--- config.mk ---
export PLATFORM = sky130hd
export DESIGN_NAME = register_writeback_flat
export DESIGN_NICKNAME = d
export VERILOG_FILES = /design/src/rtl/register_writeback_if.sv /design/src/rtl/register_writeback.sv /design/src/flat_wrapper.sv
export SDC_FILE = /design/constraint.sdc
export NUM_CORES = 1
export LEC_CHECK = 0
export ABC_AREA = 1
export ABC_CLOCK_PERIOD_IN_PS = 9300
export BUFFER_PORTS_ARGS = -buffer_cell sky130_fd_sc_hd__buf_2
export CAP_MARGIN = 20
export CORE_MARGIN = 3
export CORE_UTILIZATION = 35
export CTS_BUF_LIST = sky130_fd_sc_hd__clkbuf_4
export DETAILED_ROUTE_END_ITERATION = 10
export GPL_ROUTABILITY_DRIVEN = 0
export SLEW_MARGIN = 10
export SYNTH_ARGS = -nofsm -noshare
export SYNTH_HDL_FRONTEND = slang
export SYNTH_SLANG_ARGS = --single-unit
--- constraint.sdc ---
create_clock -name clock -period 9.3 [get_ports clock]
set_input_delay 0.93 -clock clock [delete_from_list [all_inputs] [get_ports clock]]
set_output_delay 0.93 -clock clock [all_outputs]
set_load 0.01 [all_outputs]
--- src/rtl/register_writeback_if.sv ---
// Writeback stage bus: retiring instruction and result in, register-file read ports
// and the pending-write view out.
interface register_writeback_if #(
  parameter int DATA_WIDTH = 16
);
  logic                  valid_in;
  logic                  stall;
  logic                  flush;
  logic [19:0]           instructionIn;
  logic [DATA_WIDTH-1:0] resultIn;
  logic [3:0]            ReadAddressRF1;
  logic [3:0]            ReadAddressRF2;
  logic [DATA_WIDTH-1:0] ReadDataRF1;
  logic [DATA_WIDTH-1:0] ReadDataRF2;
  logic                  WriteEnable;
  logic [3:0]            WriteAddress;
  logic [DATA_WIDTH-1:0] WriteData;
  logic [15:0]           retireCount;

  modport master (
    output valid_in, stall, flush, instructionIn, resultIn, ReadAddressRF1, ReadAddressRF2,
    input  ReadDataRF1, ReadDataRF2, WriteEnable, WriteAddress, WriteData, retireCount
  );

  modport slave (
    input  valid_in, stall, flush, instructionIn, resultIn, ReadAddressRF1, ReadAddressRF2,
    output ReadDataRF1, ReadDataRF2, WriteEnable, WriteAddress, WriteData, retireCount
  );
endinterface

--- src/rtl/register_writeback.sv ---
// Writeback pipeline register plus 16-entry register file with two bypassed
// combinational read ports and a committed-write counter.
module register_writeback #(
  parameter int DATA_WIDTH = 16,
  parameter bit ZERO_REG   = 1'b1
) (
  input logic            clock,
  input logic            reset,
  register_writeback_if.slave wb
);

  logic [3:0]            opcode;
  logic [3:0]            dest;
  logic                  writes;
  logic                  we_q;
  logic [3:0]            wa_q;
  logic [DATA_WIDTH-1:0] wd_q;
  logic [15:0]           cnt_q;
  logic [DATA_WIDTH-1:0] regfile [16];

  assign opcode = wb.instructionIn[19:16];
  assign dest   = wb.instructionIn[15:12];

  // STORE, BRANCH and NOP retire without a register write
  always_comb begin
    writes = 1'b1;
    case (opcode)
      4'b1100, 4'b1110, 4'b1111: writes = 1'b0;
      default:                   writes = 1'b1;
    endcase
    if (ZERO_REG && dest == 4'd0) writes = 1'b0;
  end

  always_ff @(posedge clock or posedge reset) begin
    if (reset) begin
      we_q <= 1'b0;
      wa_q <= 4'd0;
      wd_q <= '0;
    end else if (!wb.stall) begin
      if (wb.flush || !wb.valid_in) begin
        we_q <= 1'b0;
      end else begin
        we_q <= writes;
        wa_q <= dest;
        wd_q <= wb.resultIn;
      end
    end
  end

  // Commit ignores stall: a held entry rewrites the same value every edge
  always_ff @(posedge clock or posedge reset) begin
    if (reset) begin
      cnt_q <= 16'd0;
      for (int i = 0; i < 16; i++) regfile[i] <= '0;
    end else if (we_q) begin
      regfile[wa_q] <= wd_q;
      cnt_q         <= cnt_q + 16'd1;
    end
  end

  assign wb.ReadDataRF1 = (ZERO_REG && wb.ReadAddressRF1 == 4'd0) ? '0 :
                          (we_q && wa_q == wb.ReadAddressRF1)     ? wd_q :
                          regfile[wb.ReadAddressRF1];
  assign wb.ReadDataRF2 = (ZERO_REG && wb.ReadAddressRF2 == 4'd0) ? '0 :
                          (we_q && wa_q == wb.ReadAddressRF2)     ? wd_q :
                          regfile[wb.ReadAddressRF2];

  assign wb.WriteEnable  = we_q;
  assign wb.WriteAddress = wa_q;
  assign wb.WriteData    = wd_q;
  assign wb.retireCount  = cnt_q;

endmodule

--- src/flat_wrapper.sv ---
// flat-port wrapper written by rule: the top's interface ports become plain ports
module register_writeback_flat 
#(
  parameter int DATA_WIDTH = 16,
  parameter bit ZERO_REG   = 1'b1
)
  (clock, reset, wb_valid_in, wb_stall, wb_flush, wb_instructionIn, wb_resultIn, wb_ReadAddressRF1, wb_ReadAddressRF2, wb_ReadDataRF1, wb_ReadDataRF2, wb_WriteEnable, wb_WriteAddress, wb_WriteData, wb_retireCount);
  register_writeback_if #(.DATA_WIDTH(DATA_WIDTH)) wb_i ();
  input logic clock;
  input logic reset;
  input wire logic [$bits(wb_i.valid_in)-1:0] wb_valid_in;
  input wire logic [$bits(wb_i.stall)-1:0] wb_stall;
  input wire logic [$bits(wb_i.flush)-1:0] wb_flush;
  input wire logic [$bits(wb_i.instructionIn)-1:0] wb_instructionIn;
  input wire logic [$bits(wb_i.resultIn)-1:0] wb_resultIn;
  input wire logic [$bits(wb_i.ReadAddressRF1)-1:0] wb_ReadAddressRF1;
  input wire logic [$bits(wb_i.ReadAddressRF2)-1:0] wb_ReadAddressRF2;
  output wire logic [$bits(wb_i.ReadDataRF1)-1:0] wb_ReadDataRF1;
  output wire logic [$bits(wb_i.ReadDataRF2)-1:0] wb_ReadDataRF2;
  output wire logic [$bits(wb_i.WriteEnable)-1:0] wb_WriteEnable;
  output wire logic [$bits(wb_i.WriteAddress)-1:0] wb_WriteAddress;
  output wire logic [$bits(wb_i.WriteData)-1:0] wb_WriteData;
  output wire logic [$bits(wb_i.retireCount)-1:0] wb_retireCount;
  assign wb_i.valid_in = wb_valid_in;
  assign wb_i.stall = wb_stall;
  assign wb_i.flush = wb_flush;
  assign wb_i.instructionIn = wb_instructionIn;
  assign wb_i.resultIn = wb_resultIn;
  assign wb_i.ReadAddressRF1 = wb_ReadAddressRF1;
  assign wb_i.ReadAddressRF2 = wb_ReadAddressRF2;
  assign wb_ReadDataRF1 = wb_i.ReadDataRF1;
  assign wb_ReadDataRF2 = wb_i.ReadDataRF2;
  assign wb_WriteEnable = wb_i.WriteEnable;
  assign wb_WriteAddress = wb_i.WriteAddress;
  assign wb_WriteData = wb_i.WriteData;
  assign wb_retireCount = wb_i.retireCount;
  register_writeback #(.DATA_WIDTH(DATA_WIDTH), .ZERO_REG(ZERO_REG)) u_core (.clock(clock), .reset(reset), .wb(wb_i));
endmodule
==> results of run 1 <==
-- Yosys cell counts, types with 3 or more instances --
master / instances
nand2_1: 971
o21ai_1: 71
clkbuf_2: 5
buf_4: 4
nor2_1: 141
dfrtp_1: 293
xor2_1: 6
o21ai_0: 239
nor3_2: 3
inv_1: 230
clkbuf_1: 44
inv_2: 4
xnor2_1: 7
nand3_1: 363
nor2_2: 5
buf_1: 6
buf_2: 120
-- cells by family (layout without fill, tap and decap cells) --
logic type      after synthesis  count (layout)  share of synthesized area
simple gates               1492            1492                      0.363
buf+inv                     413             507                      0.102
compound gates              312             312                     0.0927
flops                       293             293                      0.435
xor+xnor                     13              13                    0.00675
fa+ha+maj                     1               1                   0.000741
other cells                   0               2                          0
-- layer usage --
layer / global-route usage / up-vias
li1: - / 8038
met1: 0.300 / 7926
met2: 0.348 / 776
met3: 0.0539 / 166
met4: 0.104 / 0
met5: 0 / -
-- worst max path at each step --
stage                               to  slack, ps  cells after the start
floorplan            u_core.regfile[0]        280                      1
global placement    wb_ReadDataRF1[13]       4120                     13
global route        wb_ReadDataRF1[14]       3930                      8
finish              wb_ReadDataRF1[14]       4000                      8
CTS                 wb_ReadDataRF1[14]       4110                      8
detailed placement  wb_ReadDataRF2[13]       4120                      8
-- worst reg2reg max path, cell delays in order (launching register included) --
cell     delay (ps)
dfrtp_1         520
inv_1           110
nor2_1          350
nand3_2         860
o21ai_0         500
-- cell type report --
class,count,area [um2]
inverter,234,891
clock inverter,21,135
clock buffer,118,886
antenna,2,5.00
timing repair buffer,134,761
tap,607,759
sequential,293,7330
multi-input combinational,1818,7850
fill,4963,28400
-- metrics by stage --
stage	hold slack, ps	power, mW	utilization
2_1_floorplan	453	2.89	-
4_1_cts	162	4.48	0.396
5_1_grt	200	4.82	0.396
3_3_place_gp	464	3.19	0.374
6_report	214	4.45	0.396
3_5_place_dp	472	3.25	0.374
-- power by group --
group	leakage [nW]	internal [mW]	switching [mW]	total (mW)
clock network	0.608	0.633	0.573	1.21
logic	5.18	0.459	0.827	1.29
registers	3.88	1.69	0.269	1.96
-- state kept, by name (all words and copies together), names as in the netlist --
| signal | count |
|---|---|
| u_core.wb.WriteAddress | 4 |
| u_core.regfile | 256 |
| u_core.wb.WriteEnable | 1 |
| u_core.wb.WriteData | 16 |
| u_core.wb.retireCount | 16 |
==> run metrics, run 1 <==
drt via density=5.24; worst hold path class=in2async; Synth Flop Type=dfrtp_1; height of the die=226 um; cell family with most CP delay=buffers and inverters; IO buf count=105; gr usage total=0.225; total CTS buffers=81; critical path endpoint category=primary output; peak supply drop=0.110 mV; R2R cell count=4; startpoint types=input pin; Placed Instances=3,086; Setup crit start=wb_ReadAddressRF1[1]; vias in the first global route=16,500; Crit Path Category=in2out; Starting Density=0.359; crit path cell chain=buf_2 > buf_4 > inv_2 > buf_4 > nand3_1 > o21ai_0 > nor2_1 > buf_2; dpl ws=~4000 ps; wire per inst=17.8 um; status=complete, no violations; clk_skew=~90 ps; Initial DRC Count=1,902; Clock Pin Slew Worst Setup and Hold Paths=70 ps; Die Area=50,900 um2; worst setup margin=4000 ps; drt pass-1 iters=6; # setup viols final=0; M1 WL=24.8 mm; clk buf depth=3; routed wl met3=5.25 mm; postcts setup bufs=0; P_leak=9.67 nW; Post-synth EDFFs=0; top layer reached by signal wires=met4; pwr/cell area=239 nW/um2; leading cell type in the layout, fill and taps excluded=nand2_1; post-route cell area=18,600 um2; Core Box Area=47,100 um2; routed wl met2=~25 mm; fin crit share=0.570; CP max stage delay=a little under 800 ps; Root Buffer=clkbuf_4; Buffers & Inverters on Critical Path=5; Slew Viols, Final=0; Max-Slew Margin vs Limit=0.186; Synth top area share=0.435; synthesis-to-layout area growth=10.3%; crit path max fanout=66; unique cell type count in the Yosys netlist=29; die width=approximately 230 um; post-DP HPWL=32.3 mm; Seq cells post-synth=between 200 and 300; Max Clk Rate=around 190 MHz; site row count=about 80; initial antenna violation count=2; Area after DPL=~18,000 um2; Clock Latency Late Sink=830 ps; routed via count=16,900; Max H-tree Level=3; worst r2r src=u_core.wb.WriteAddress[3]; fraction of layout instances using a drive strength above 1=0.108; Worst Tran Pin Value=1220 ps; I/O pin count=118; Syn. warnings=0; overflow left after global routing=0; crit path DAT=4370 ps; post-CTS resize count=0; slowest CP cell=buf_4; RSZ-0062 raised after global routing=false; max cap viols=0; largest net degree at the start of global routing=148; CTS tree=yes; Synth area leader=dfrtp_1; Sink Count=293; Routed Antenna Nets=0; Syn Nets=2,574; Hold Fails Final Rpt=0; endpoint of the worst register-to-register path=u_core.regfile[113]; Syn Inst Count=2,524; Required @ worst endpoint=8370 ps; Mean Syn Cell Area=6.68 um2; setup tns final=0 ps; async set-reset flop share out of synthesis=1.00; # DRC=0; most frequent cells in the layout=nand2_1, nand3_1, dfrtp_1, o21ai_0, inv_1; first-pass GRT wire length=90.1 mm; crit path time final=5300 ps; Final Instance Count excl. Fillers=3,227; internal reg-to-reg setup slack=about 6900 ps; Post-CTS Hold Fix Bufs=0; Final nets=2,612; final wirelength=57.4 mm; dominant cells by area after synthesis=dfrtp_1, nand2_1, nand3_1; sequential share of the synthesized area=0.435; cell area after synthesis=16,900 um2
No activity file was read; power rests on OpenSTA's default activity.
==> inputs of run 2 (changes only) <==
ABC_CLOCK_PERIOD_IN_PS = 4900   (was 9300)
clock period = 4.9 ns   (was 9.3 ns; I/O delays follow)
==> run metrics, run 2 (same netlist as run 1, synthesis figures left out) <==
routed via count=~17,000; clk buf depth=3; Starting Density=0.359; gr usage total=0.228; Core Box Area=47,100 um2; crit path DAT=2870 ps; postcts setup bufs=0; Required @ worst endpoint=around 4400 ps; pwr/cell area=446 nW/um2; crit path max fanout=32; Initial DRC Count=1,701; Clock Pin Slew Worst Setup and Hold Paths=70 ps; Max-Slew Margin vs Limit=0.293; fraction of layout instances using a drive strength above 1=0.113; leading cell type in the layout, fill and taps excluded=nand2_1; P_leak=~9.8 nW; Clock Latency Late Sink=800 ps; most frequent cells in the layout=nand2_1, nand3_1, dfrtp_1, o21ai_0, inv_1; Crit Path Category=reg2out; Largest register FFs=256; Sink Count=a little under 300; drt pass-1 iters=6; wire per inst=17.8 um; Filler Cell Count=4,946; Root Buffer=clkbuf_4; worst hold path class=in2reg; fin crit share=0.685; die width=between 200 and 250 um; worst hold stages=3; largest register by flop count=u_core.regfile; # setup viols final=0; IO buf count=105; crit path time final=3360 ps; initial antenna violation count=3; overflow left after global routing=0; max cap viols=0; Final nets=2,646; first-pass GRT wire length=between 90 and 100 mm; I/O pin count=roughly 120; minimum hold slack=between 70 and 80 ps; Worst Tran Pin Value=1060 ps; Die Area=50,900 um2; startpoint types=register; Routed Antenna Nets=0; Hold Fails Final Rpt=0; Slew Viols, Final=0; total power=between 8 and 9 mW; post-DP HPWL=33.8 mm; setup tns final=0 ps; Max Clk Rate=298 MHz; post-layout util=0.403; drt via density=~5.2; Final Instance Count excl. Fillers=3,264; Placed Instances=3,100; site row count=79; peak supply drop=0.266 mV; vias in the first global route=about 16,000; synthesis-to-layout area growth=12.3%; final wirelength=a little under 60 mm; post-CTS resize count=0; CTS tree=yes; Max H-tree Level=3; # DRC=0; critical path endpoint category=primary output; internal reg-to-reg setup slack=approximately 2300 ps; status=complete, no violations; height of the die=between 200 and 250 um; clk_skew=48.4 ps; R2R cell count=6; RSZ-0062 raised after global routing=false; total CTS buffers=80; largest net degree at the start of global routing=180; Post-CTS Hold Fix Bufs=21
run 2: cell types whose count changed in the layout (fill, tap and decap cells not counted), sizes merged:
cell,before,now
clkinv,15,11
inv,237,234
bufinv,2,1
clkbuf,118,125
diode,2,5
buf,134,148
dlygate4sd3,0,21
run 2: final timing paths:
path,startpoint,endpoint
setup / recovery,u_core.wb.WriteEnable,wb_ReadDataRF2[14]
hold / removal,wb_resultIn[13],u_core.wb.WriteData[13]
setup reg to reg,u_core.wb.WriteEnable,u_core.regfile[87]
hold reg to reg,u_core.wb.retireCount[15],u_core.wb.retireCount[15]
max in group asynchronous,reset,u_core.regfile[76]
min in group asynchronous,reset,u_core.regfile[50]
run 2: metrics by stage:
stage	cell area [um2]	setup slack, ps
global route	18900	1320
finish	19000	1540
CTS	18900	1520
detailed placement	17700	1700
global placement	17700	1660
floorplan	16900	521
run 2: per-layer routing:
| metal | GRT usage | share of wire | vias up |
|---|---|---|---|
| li1 | - | - | 8117 |
| met1 | 0.312 | 0.43 | 7988 |
| met2 | 0.350 | 0.44 | 833 |
| met3 | 0.0541 | 0.094 | 164 |
| met4 | 0.0916 | 0.037 | 0 |
| met5 | 0 | 0 | - |
run 2: layout make-up:
| type | count | area (um2) | share of cell area |
|---|---|---|---|
| clock buffer | 125 | 938 | 0.0495 |
| tap | 607 | 759 | 0.0401 |
| sequential | 293 | 7330 | 0.387 |
| clock inverter | 13 | 75.1 | 0.00396 |
| timing repair buffer | 169 | 1100 | 0.0581 |
| inverter | 234 | 887 | 0.0468 |
| multi-input combinational | 1818 | 7850 | 0.414 |
| antenna | 5 | 12.5 | 0.000660 |
run 2: worst max-delay path: stages, from the launching register on:
cell and delay, ps:
dfrtp_1 720, nand2_1 120, nor2_1 130, nand3_1 80
buf_4 290, nand3_1 170, nor2_1 60, nor2_1 310
buf_2 210
run 2: where the power goes:
part	total (mW)	switching [mW]	leakage, nW	internal [mW]
Combinational	2.46	1.57	5.34	0.891
Clock	2.26	1.07	0.611	1.20
Sequential	3.72	0.509	3.88	3.21
==> inputs of run 3 (changes only) <==
ABC_CLOCK_PERIOD_IN_PS = 3400   (was 4900)
clock period = 3.4 ns   (was 4.9 ns; I/O delays follow)
==> run metrics, run 3 (same netlist as run 1, synthesis figures left out) <==
dpl ws=~770 ps; multi-input logic area=7830 um2; Clock Pin Slew Worst Setup and Hold Paths=60 ps; grt met1 use=0.299; status=complete, no violations; vias in the first global route=17,100; I/O pin count=118; most frequent cells in the layout=nand2_1, nand3_1, dfrtp_1, o21ai_0, inv_1; Max-Slew Margin vs Limit=0.318; routed via count=about 17,000; max cap viols=0; startpoint types=register; largest register by flop count=u_core.regfile; first-pass GRT wire length=approximately 93 mm; gr usage total=0.232; total CTS buffers=81; R2R cell count=4; worst r2r src=u_core.wb.WriteEnable; post-DP HPWL=34.5 mm; sequential standard cell area=~7300 um2; met3 usage=0.0526; drt pass-1 iters=6; Sink Count=293; Routed Antenna Nets=0; internal reg-to-reg setup slack=1210 ps; Root Buffer=clkbuf_4; Hold Fails Final Rpt=0; synthesis-to-layout area growth=14.8%; endpoint of the worst register-to-register path=u_core.regfile[204]; Max Clk Rate=~320 MHz; post-route cell area=19,400 um2; pwr/cell area=646 nW/um2; fin crit share=0.920; Slew Viols, Final=0; Starting Density=0.359; drt via density=5.25; IO buf count=105; fraction of layout instances using a drive strength above 1=0.115; Clock Latency Late Sink=800 ps; layer carrying the most global-route usage=met2; die width=226 um; crit path max fanout=32; clk_skew=48.2 ps; Filler Cell Count=4,893; total power=12.5 mW; critical path endpoint category=primary output; P_leak=10.0 nW; Final nets=2,673; leading cell type in the layout, fill and taps excluded=nand2_1; # DRC=0; crit path DAT=2790 ps; post-CTS resize count=0; overflow left after global routing=0; Area after DPL=17,900 um2; worst setup margin=roughly 270 ps; final wirelength=58.5 mm; # setup viols final=0; Worst Tran Pin Value=1020 ps; postcts setup bufs=0; Largest register FFs=256; wire per inst=~18 um; met2 Use GR=0.371; Initial DRC Count=1,794; initial antenna violation count=2; CTS tree=yes; RSZ-0062 raised after global routing=false; peak supply drop=just under 0.4 mV; worst hold path class=in2async; Die Area=50,900 um2; height of the die=roughly 230 um; minimum hold slack=171 ps; Max H-tree Level=3; largest net degree at the start of global routing=approximately 110; Setup crit start=u_core.wb.WriteEnable; Required @ worst endpoint=3060 ps; clk buf depth=3; crit path time final=between 3000 and 4000 ps; Crit Path Category=reg2out; setup tns final=0 ps; Core Box Area=47,100 um2; site row count=79
run 3: cell count changes in the layout (fill, tap and decap cells not counted), sizes merged:
cell and change:
dlygate4sd3 +18, buf +8, clkinv -4, bufinv +3, clkbuf +2, diode -2
run 3: how the worst max path moves through the flow:
stage	slack, ps	to	depth (start not counted)
floorplan	-830	u_core.regfile[0]	1
global placement	760	wb_ReadDataRF2[13]	9
detailed placement	770	wb_ReadDataRF2[9]	9
CTS	250	wb_ReadDataRF1[13]	8
global route	60	wb_ReadDataRF1[13]	8
finish	270	wb_ReadDataRF2[14]	8
run 3: area by class of cell:
class | count | area share
Clock buffer | 127 | 0.0492
Timing Repair Buffer | 195 | 0.0751
Clock inverter | 12 | 0.00775
Sequential cell | 293 | 0.379
Multi-Input combinational cell | 1818 | 0.404
Inverter | 234 | 0.0458
Tap cell | 607 | 0.0392
Antenna cell | 3 | 0.000388
run 3: layer usage:
metal | wire, um | up-vias
met1 | 24200 | 8105
li1 | - | 8158
met5 | 0 | -
met2 | 26600 | 822
met3 | 5270 | 167
met4 | 2460 | 0
run 3: timing repair:
action                                  CTS  global route
endpoints found under the setup margin    0             0
hold buffers                             39             0
hold endpoints to repair                 38             0
run 3: per-stage QoR:
step	cells	util
final	3289	0.412
after global routing	3289	0.412
after CTS	3286	0.412
after detailed placement	3108	0.380
after global placement	3108	0.380
after floorplan	2524	-
run 3: power by group:
group	total, mW	leakage, nW	switching (mW)	internal, mW
Sequential	5.36	3.89	0.731	4.63
Combinational	3.64	5.47	2.31	1.33
Clock	3.52	0.656	1.54	1.98
Total	12.5	10.0	4.58	7.94
run 3: worst max-delay path: stages, from the launching register on:
cell     delay [ps]
dfrtp_1         670
nand2_1         110
nor2_1          130
nand3_1          80
buf_4           270
nand3_1         170
nor2_1           60
nor2_1          290
buf_2           220
